==> src/rtl/ldo_trim_seq.sv <==
// ldo_trim_seq: Wishbone-controlled one-hot LDO trim ramp sequencer.
// Define LDO_TRIM_IRQ_EN to build the done/IRQMASK/irq_o logic.
module ldo_trim_seq #(
  parameter int NCH      = 3,
  parameter int TRIM_W   = 16,
  parameter int RST_IDX  = 8,
  parameter int STEP_DIV = 256
) (
  input  logic                  wb_clk_i,
  input  logic                  wb_rst_ni,
  input  logic                  wbs_stb_i,
  input  logic                  wbs_cyc_i,
  input  logic                  wbs_we_i,
  input  logic [3:0]            wbs_sel_i,
  input  logic [31:0]           wbs_adr_i,
  input  logic [31:0]           wbs_dat_i,
  output logic                  wbs_ack_o,
  output logic [31:0]           wbs_dat_o,
  output logic [NCH*TRIM_W-1:0] trim_o,
  output logic                  irq_o
);
  localparam int IW = $clog2(TRIM_W);
  localparam logic [IW-1:0] RST_I = IW'(RST_IDX);
  localparam logic [IW-1:0] MAX_I = IW'(TRIM_W - 1);

  logic [NCH-1:0] en;
  logic [IW-1:0]  target [NCH];
  logic [IW-1:0]  cur [NCH];
  logic [IW-1:0]  nxt [NCH];
  logic [15:0]    step, pre, step_m1;
  logic [NCH-1:0] busy, done, mask, hit_done;
  logic           req, wr, tick, ch_hit, step_wr;
  logic [7:0]     a;
  logic [3:0]     ch_idx;
  logic [IW-1:0]  wtgt;
  logic [31:0]    rdata;
  logic           unused;

  assign req     = wbs_stb_i & wbs_cyc_i & ~wbs_ack_o;
  assign wr      = req & wbs_we_i;
  assign a       = wbs_adr_i[7:0];
  assign ch_idx  = a[5:2];
  assign ch_hit  = (a[7:6] == 2'b00) && (a[1:0] == 2'b00)
                && ({28'b0, ch_idx} < 32'(NCH));
  assign step_wr = wr && (a == 8'h44);
  assign wtgt    = (wbs_dat_i[7:0] >= 8'(TRIM_W)) ? MAX_I
                                                  : wbs_dat_i[IW-1:0];
  assign step_m1 = (step == 16'd0) ? 16'd0 : step - 16'd1;
  assign tick    = (pre >= step_m1);
  assign unused  = ^{wbs_adr_i[31:8], wbs_dat_i, wbs_sel_i, hit_done};

  always_comb begin
    busy     = '0;
    hit_done = '0;
    for (int c = 0; c < NCH; c++) begin
      nxt[c] = cur[c];
      if (cur[c] < target[c])      nxt[c] = cur[c] + IW'(1);
      else if (cur[c] > target[c]) nxt[c] = cur[c] - IW'(1);
      busy[c]     = en[c] && (cur[c] != target[c]);
      hit_done[c] = tick && busy[c] && (nxt[c] == target[c]);
    end
  end

  always_comb begin
    rdata = '0;
    if (ch_hit) begin
      for (int c = 0; c < NCH; c++)
        if (ch_idx == 4'(c))
          rdata = {23'b0, en[c], 8'(target[c])};
    end else if (a == 8'h40) begin
      rdata[NCH-1:0]  = busy;
      rdata[16 +: NCH] = done;
    end else if (a == 8'h44) begin
      rdata[15:0] = step;
    end else if (a == 8'h48) begin
      rdata[NCH-1:0] = mask;
    end
  end

  always_ff @(posedge wb_clk_i) begin
    if (!wb_rst_ni) begin
      wbs_ack_o <= 1'b0;
      wbs_dat_o <= '0;
      step      <= 16'(STEP_DIV);
      pre       <= '0;
      en        <= '0;
      trim_o    <= '0;
      for (int c = 0; c < NCH; c++) begin
        target[c] <= RST_I;
        cur[c]    <= RST_I;
      end
    end else begin
      wbs_ack_o <= req;
      wbs_dat_o <= (req && !wbs_we_i) ? rdata : '0;
      if (step_wr || tick) pre <= '0;
      else                 pre <= pre + 16'd1;
      if (step_wr && wbs_sel_i[0]) step[7:0]  <= wbs_dat_i[7:0];
      if (step_wr && wbs_sel_i[1]) step[15:8] <= wbs_dat_i[15:8];
      for (int c = 0; c < NCH; c++) begin
        if (wr && ch_hit && ch_idx == 4'(c)) begin
          if (wbs_sel_i[0]) target[c] <= wtgt;
          if (wbs_sel_i[1]) en[c]     <= wbs_dat_i[8];
        end
        // disabled channels park at the reset index so re-enable ramps from it
        if (!en[c])    cur[c] <= RST_I;
        else if (tick) cur[c] <= nxt[c];
        trim_o[c*TRIM_W +: TRIM_W] <= en[c] ? (TRIM_W'(1) << cur[c]) : '0;
      end
    end
  end

`ifdef LDO_TRIM_IRQ_EN
  logic [NCH-1:0] w1c;
  assign w1c = (wr && a == 8'h40 && wbs_sel_i[2]) ? wbs_dat_i[16 +: NCH] : '0;

  always_ff @(posedge wb_clk_i) begin
    if (!wb_rst_ni) begin
      done  <= '0;
      mask  <= '0;
      irq_o <= 1'b0;
    end else begin
      if (wr && a == 8'h48 && wbs_sel_i[0]) mask <= wbs_dat_i[NCH-1:0];
      done  <= (done & ~w1c) | hit_done;
      irq_o <= |(done & mask);
    end
  end
`else
  assign done  = '0;
  assign mask  = '0;
  assign irq_o = 1'b0;
`endif

endmodule

==> config.mk <==
export PLATFORM = sky130hd
export DESIGN_NAME = ldo_trim_seq
export DESIGN_NICKNAME = d
export VERILOG_FILES = /design/src/rtl/ldo_trim_seq.sv
export SDC_FILE = /design/constraint.sdc
export NUM_CORES = 1
export LEC_CHECK = 0
export ABC_AREA = 1
export CAP_MARGIN = 10
export CORE_UTILIZATION = 50
export DETAILED_ROUTE_END_ITERATION = 6
export MAX_ROUTING_LAYER = met4
export PLACE_DENSITY = 0.82
export SYNTH_ARGS = -nofsm -noshare
export SYNTH_HDL_FRONTEND = slang
export SYNTH_SLANG_ARGS = --single-unit
export TNS_END_PERCENT = 20
==> constraint.sdc <==
create_clock -name wb_clk_i -period 6.5 [get_ports wb_clk_i]
set_input_delay 0.65 -clock wb_clk_i [delete_from_list [all_inputs] [get_ports wb_clk_i]]
set_output_delay 0.65 -clock wb_clk_i [all_outputs]
set_load 0.02 [all_outputs]
## Word level (Yosys, flattened, before mapping)

Memory sizes are Yosys's and may differ from the RTL's.
Index checks and enable logic that the tools add are counted.

| storage, ports and cells | value |
|---|---|
| input bits | 73 |
| output and inout bits | 82 |
| word-level logic and storage cells | 140 |
| memories | 2 |
| memory bits (writable) | 24 |
| bits in registers | 116 |

| cells by class | value |
|---|---|
| multiplexer cells | 55 |
| reduce and logical (&&, ||, !) cells | 28 |
| add/sub/neg operators | 8 |
| eq/ne operators | 7 |
| magnitude comparators | 9 |
| shift operators | 3 |
| bitwise logic cells | 16 |

Memory list:

| name | words | bits a word | rd ports | clocked after Yosys merged registers in | wr ports | RTL line | RTL |
|---|---|---|---|---|---|---|---|
| cur | 3 | 4 | 3 | 0 | 3 | 28 | `logic [IW-1:0] cur [NCH];` |
| target | 3 | 4 | 3 | 0 | 3 | 27 | `logic [IW-1:0] target [NCH];` |

Operator list:

| operator | count |
|---|---|
| $mux W4 | 16 |
| $mux W16 | 3 |
| $shl A1 B4 Y16 const A | 3 |
| $mux W1 | 30 |
| $mux W13 | 2 |
| $mux W9 | 2 |
| $add A16 B1 Y16 const B | 1 |
| $eq A8 B7 Y1 const B | 2 |
| $ge A16 B16 Y1 | 1 |
| $logic_not A16 Y1 | 1 |
| $sub A16 B1 Y16 const B | 1 |
| $reduce_and A2 Y1 | 7 |
| $logic_and A1 B1 Y1 | 13 |
| $add A4 B1 Y4 const B | 3 |
| $gt A4 B4 Y1 | 3 |
| $lt A4 B4 Y1 | 3 |
| $ne A4 B4 Y1 | 3 |
| $sub A4 B1 Y4 const B | 3 |
| $or A1 B1 Y1 | 9 |
| $ge A8 B5 Y1 const B | 1 |
| $mux W3 | 2 |
| $reduce_or A5 Y1 | 1 |
| $eq A4 B1 Y1 const B | 1 |
| $eq A4 B2 Y1 const B | 1 |
| other kinds (8) | 14 |

## Logic depth before layout (Yosys ltp)

| logic depth | value |
|---|---|
| depth after elaboration | 9 |
| mapped depth | 19 |
| depth with buffers taken out | 19 |

## Least setup slack after synthesis

No wires, ideal clock.

| timing | value |
|---|---|
| path type | register to register |
| start | reg step[0] |
| end | mem cur[0][0] (netlist name), enable pin |
| arrival time | 2.159 ns |
| period minus slack after synthesis | 2.466 ns |
| cell stages (with the launch flop) | 19 |
| slack | 4.034 ns |
| cells stage by stage | dfxtp_1 -> inv_1 -> ha_1 -> inv_1 -> nor3_1 -> nand4_1 -> buf_2 -> nand3_1 -> ha_1 -> nand2_1 -> inv_1 -> nand2_1 -> nor2_1 -> nor2_1 -> nand2_1 -> nand2_1 -> nand2_1 -> nand2_1 -> nand2_1 |

RTL lines:

| what | RTL line | RTL |
|---|---|---|
| from (decl) | 30 | `logic [15:0] step, pre, step_m1;` |
| from (signal assigned) | 84 | `step <= 16'(STEP_DIV);` |
| from (signal assigned) | 97 | `if (step_wr && wbs_sel_i[0]) step[7:0] <= wbs_dat_i[7:0];` |
| to (decl) | 28 |  |

==> summary.txt <==
Outcome
  – Outcome: finished, violations left
  – Failing checks: design-rule violations

Flow run
  – Max Cap Viol: 0

Timing
  – F_max: 313 MHz
  – Worst Tran Pin Value: 0.692 ns
  – Rel. slew slack: 53.4%
  – Final worst-path cycle share: 49.2%
  – Setup tns final: 0 ns
  – Final Hold Viols: 0
  – Pins over their slew limit: 0
  – Tmin final: 3.20 ns
  – Unrepaired setup endpoints after global routing: no
  – Endpoints failing setup: 0
  – Final Skew: 0.00991 ns

Clock tree
  – Post-CTS Resized: 0
  – Hold bufs inserted after CTS: 0
  – CTS clk-pin slew, worst paths: 0.05 ns
  – CTS H-tree depth: 4
  – CTS Sinks: 124
  – Cts bufs inserted: 17
  – # Post-CTS Setup Buffers: 0
  – Largest buffer count on any clock path: 2
  – CTS tree: done
  – Worst-skew pair later-pin latency: 0.42 ns
  – CTS Root Cell: clkbuf_16

Routing
  – DR iter-0 viols: 377
  – Post-route antenna net violation count: 0
  – Routed len/inst: 12.7 um
  – First-pass iteration count of the detailed router: 7
  – Total wire length: 12900 um
  – DR vias: 5141
  – Vias per Instance: 5.05
  – DRC: 13

Global route
  – Largest net degree at the start of global routing: 21
  – First-pass GRT wire length: 21200 um
  – Number of global-route vias before repair: 4663
  – GRT Util Overall: 22.2%
  – Initial antenna violation count: 0
  – Grt total ovfl: 0

Floorplanning
  – Die height: 112 um
  – Die area: 12500 um2
  – Rows: 39
  – Initial Util: 52.1%
  – IO Count: 155
  – Die span in x: 112 um
  – Core area: 11600 um2

Finish
  – Nets@finish: 975
  – Synth-to-layout area growth: 26.6%
  – Commonest non-fill, non-tap cell in the layout: nand2_1
  – Fin area: 7630 um2
  – Most frequent cells in the layout: nand2_1, nor2_1, dfxtp_1
  – N_diodes: 0
  – Share of layout cells above drive strength 1: 5.71%

Worst setup path
  – Setup crit end kind: flop
  – CP max FO: 12
  – Critical path arrival: 3.35 ns
  – Crit Path Category: reg -> reg
  – CP Launch Type: flop
  – CP required: 6.65 ns

Yosys
  – Simple-gate share of the synthesized area: 28.9%
  – Post-synthesis mux area share: 0%
  – Post-synthesis sequential area ratio: 45.2%
  – Yosys reg bits: 124
  – Synth Instances: 758
  – Synthesis Warnings: 0
  – XOR/XNOR share of the synthesized area: 3.34%
  – Cell taking the most area after synthesis: dfxtp_1
  – Largest family of logic cells by synthesized area: simple AND/OR/NAND/NOR gates
  – Post-synth cell types: 36
  – Yosys top cell area share: 33.2%
  – Dominant cells by area after synthesis: dfxtp_1, edfxtp_1, nand2_1
  – Avg Cell Area, Syn: 7.95 um2
  – Area share of fa/ha/maj cells after synthesis: 8.68%
  – Synthesized cell area: 6030 um2
  – Compound-gate portion of the synthesized area: 4.94%

Pwr
  – VDD IR-drop max: 0.164 mV
  – Leak: 3.25 nW
  – Power density over the cells: 235 nW/um2

Placed design
  – IO buf count: 95
  – HPWL Detailed: 9440 um
  – Dpl cell area: 7020 um2
  – Final RePlAce weighted congestion: 0.888

Hold path
  – Hold crit path type: reg -> reg
-- cell usage after synthesis --
library cell	number
dfxtp_1	100
nor2_8	1
nor3_1	6
buf_4	19
inv_1	90
a31oi_1	1
o21ai_0	16
conb_1	1
nor4_1	2
o22ai_1	1
nand2_4	1
buf_8	1
clkbuf_1	1
nand2_2	3
nor2_1	125
nand3_1	80
a21oi_1	35
o211ai_1	3
edfxtp_1	24
nor2_2	7
nand4_1	9
buf_2	4
xor2_1	16
inv_2	2
fa_1	3
nor3_2	2
ha_1	37
nand3_4	1
buf_6	1
nor2b_1	1
o21a_1	1
nor2_4	3
nand3_2	3
nand3b_1	1
xnor2_1	7
nand2_1	150
-- power by group --
group / switching (W) / leakage [nW] / internal, W
Combinational: 0.0000408 / 1.90 / 0.0000275
Clock: 0.000314 / 0.296 / 0.000623
Sequential: 0.00000288 / 1.06 / 0.000787
Total: 0.000358 / 3.25 / 0.00144
-- state kept, by name, indices dropped and copies added, names as in the netlist --
name	flops
target	12
wbs_dat_o	16
en	3
cur	12
pre	16
wbs_ack_o	1
step	16
trim_o	48
-- critical path: stages, from the launching register on --
cell	delay, ns
dfxtp_1	0.34
nor2_1	0.15
nand3_1	0.17
nor2_1	0.18
nand4_1	0.44
o21ai_0	0.30
ha_1	0.30
nand2_1	0.07
inv_1	0.04
nand2_1	0.08
nor2_1	0.05
nor2_1	0.07
nand2_1	0.06
nand2_1	0.09
nand2_1	0.29
nand2_1	0.15
nand2_1	0.14
-- per-stage QoR --
step	total power (W)	utilization, %	std cells	hold WS, ns	setup WS (ns)
after floorplan	0.000853	-	774	0.430	4.03
after global placement	0.000871	60.7	986	0.446	3.39
after detailed placement	0.000873	60.7	986	0.456	3.42
after CTS	0.00181	66.0	1018	0.470	3.34
after global routing	0.00186	66.0	1018	0.506	2.91
final	0.00180	66.0	1018	0.465	3.30
-- cell type report --
class                   instances  area [um2]
clock buffers                  28         561
clock inverters                 4        47.5
fillers                       936        3930
inverters                      92         345
multi-input cells             532        2830
flip-flops and latches        124        2720
well taps                     143         179
repair buffers                 95         951
-- path summary, 6_finish.rpt --
kind         slack [ns]  cells after the start   endpoint    start
min                0.47                      1     pre[0]   pre[0]
max                3.30                     16  cur[0][3]  step[6]
max reg2reg        3.30                     16  cur[0][3]  step[6]
min reg2reg        0.47                      1     pre[0]   pre[0]
-- cell families after synthesis --
| logic type | count (synthesis) |
|---|---|
| AND/OR/NAND/NOR | 395 |
| flip-flops | 124 |
| buffers and inverters | 118 |
| AO/OA/AOI/OAI | 57 |
| adder cells (fa/ha/maj) | 40 |
| XOR/XNOR | 23 |
| other | 1 |
-- layer usage --
metal / up-vias / global-route usage (%) / wire length (um)
li1: 2615 / - / -
met1: 2325 / 26.1 / 5540
met2: 176 / 35.5 / 6220
met3: 25 / 6.10 / 881
met4: 0 / 9.91 / 265
met5: - / - / 0
No activity file was read; power rests on OpenSTA's default activity.
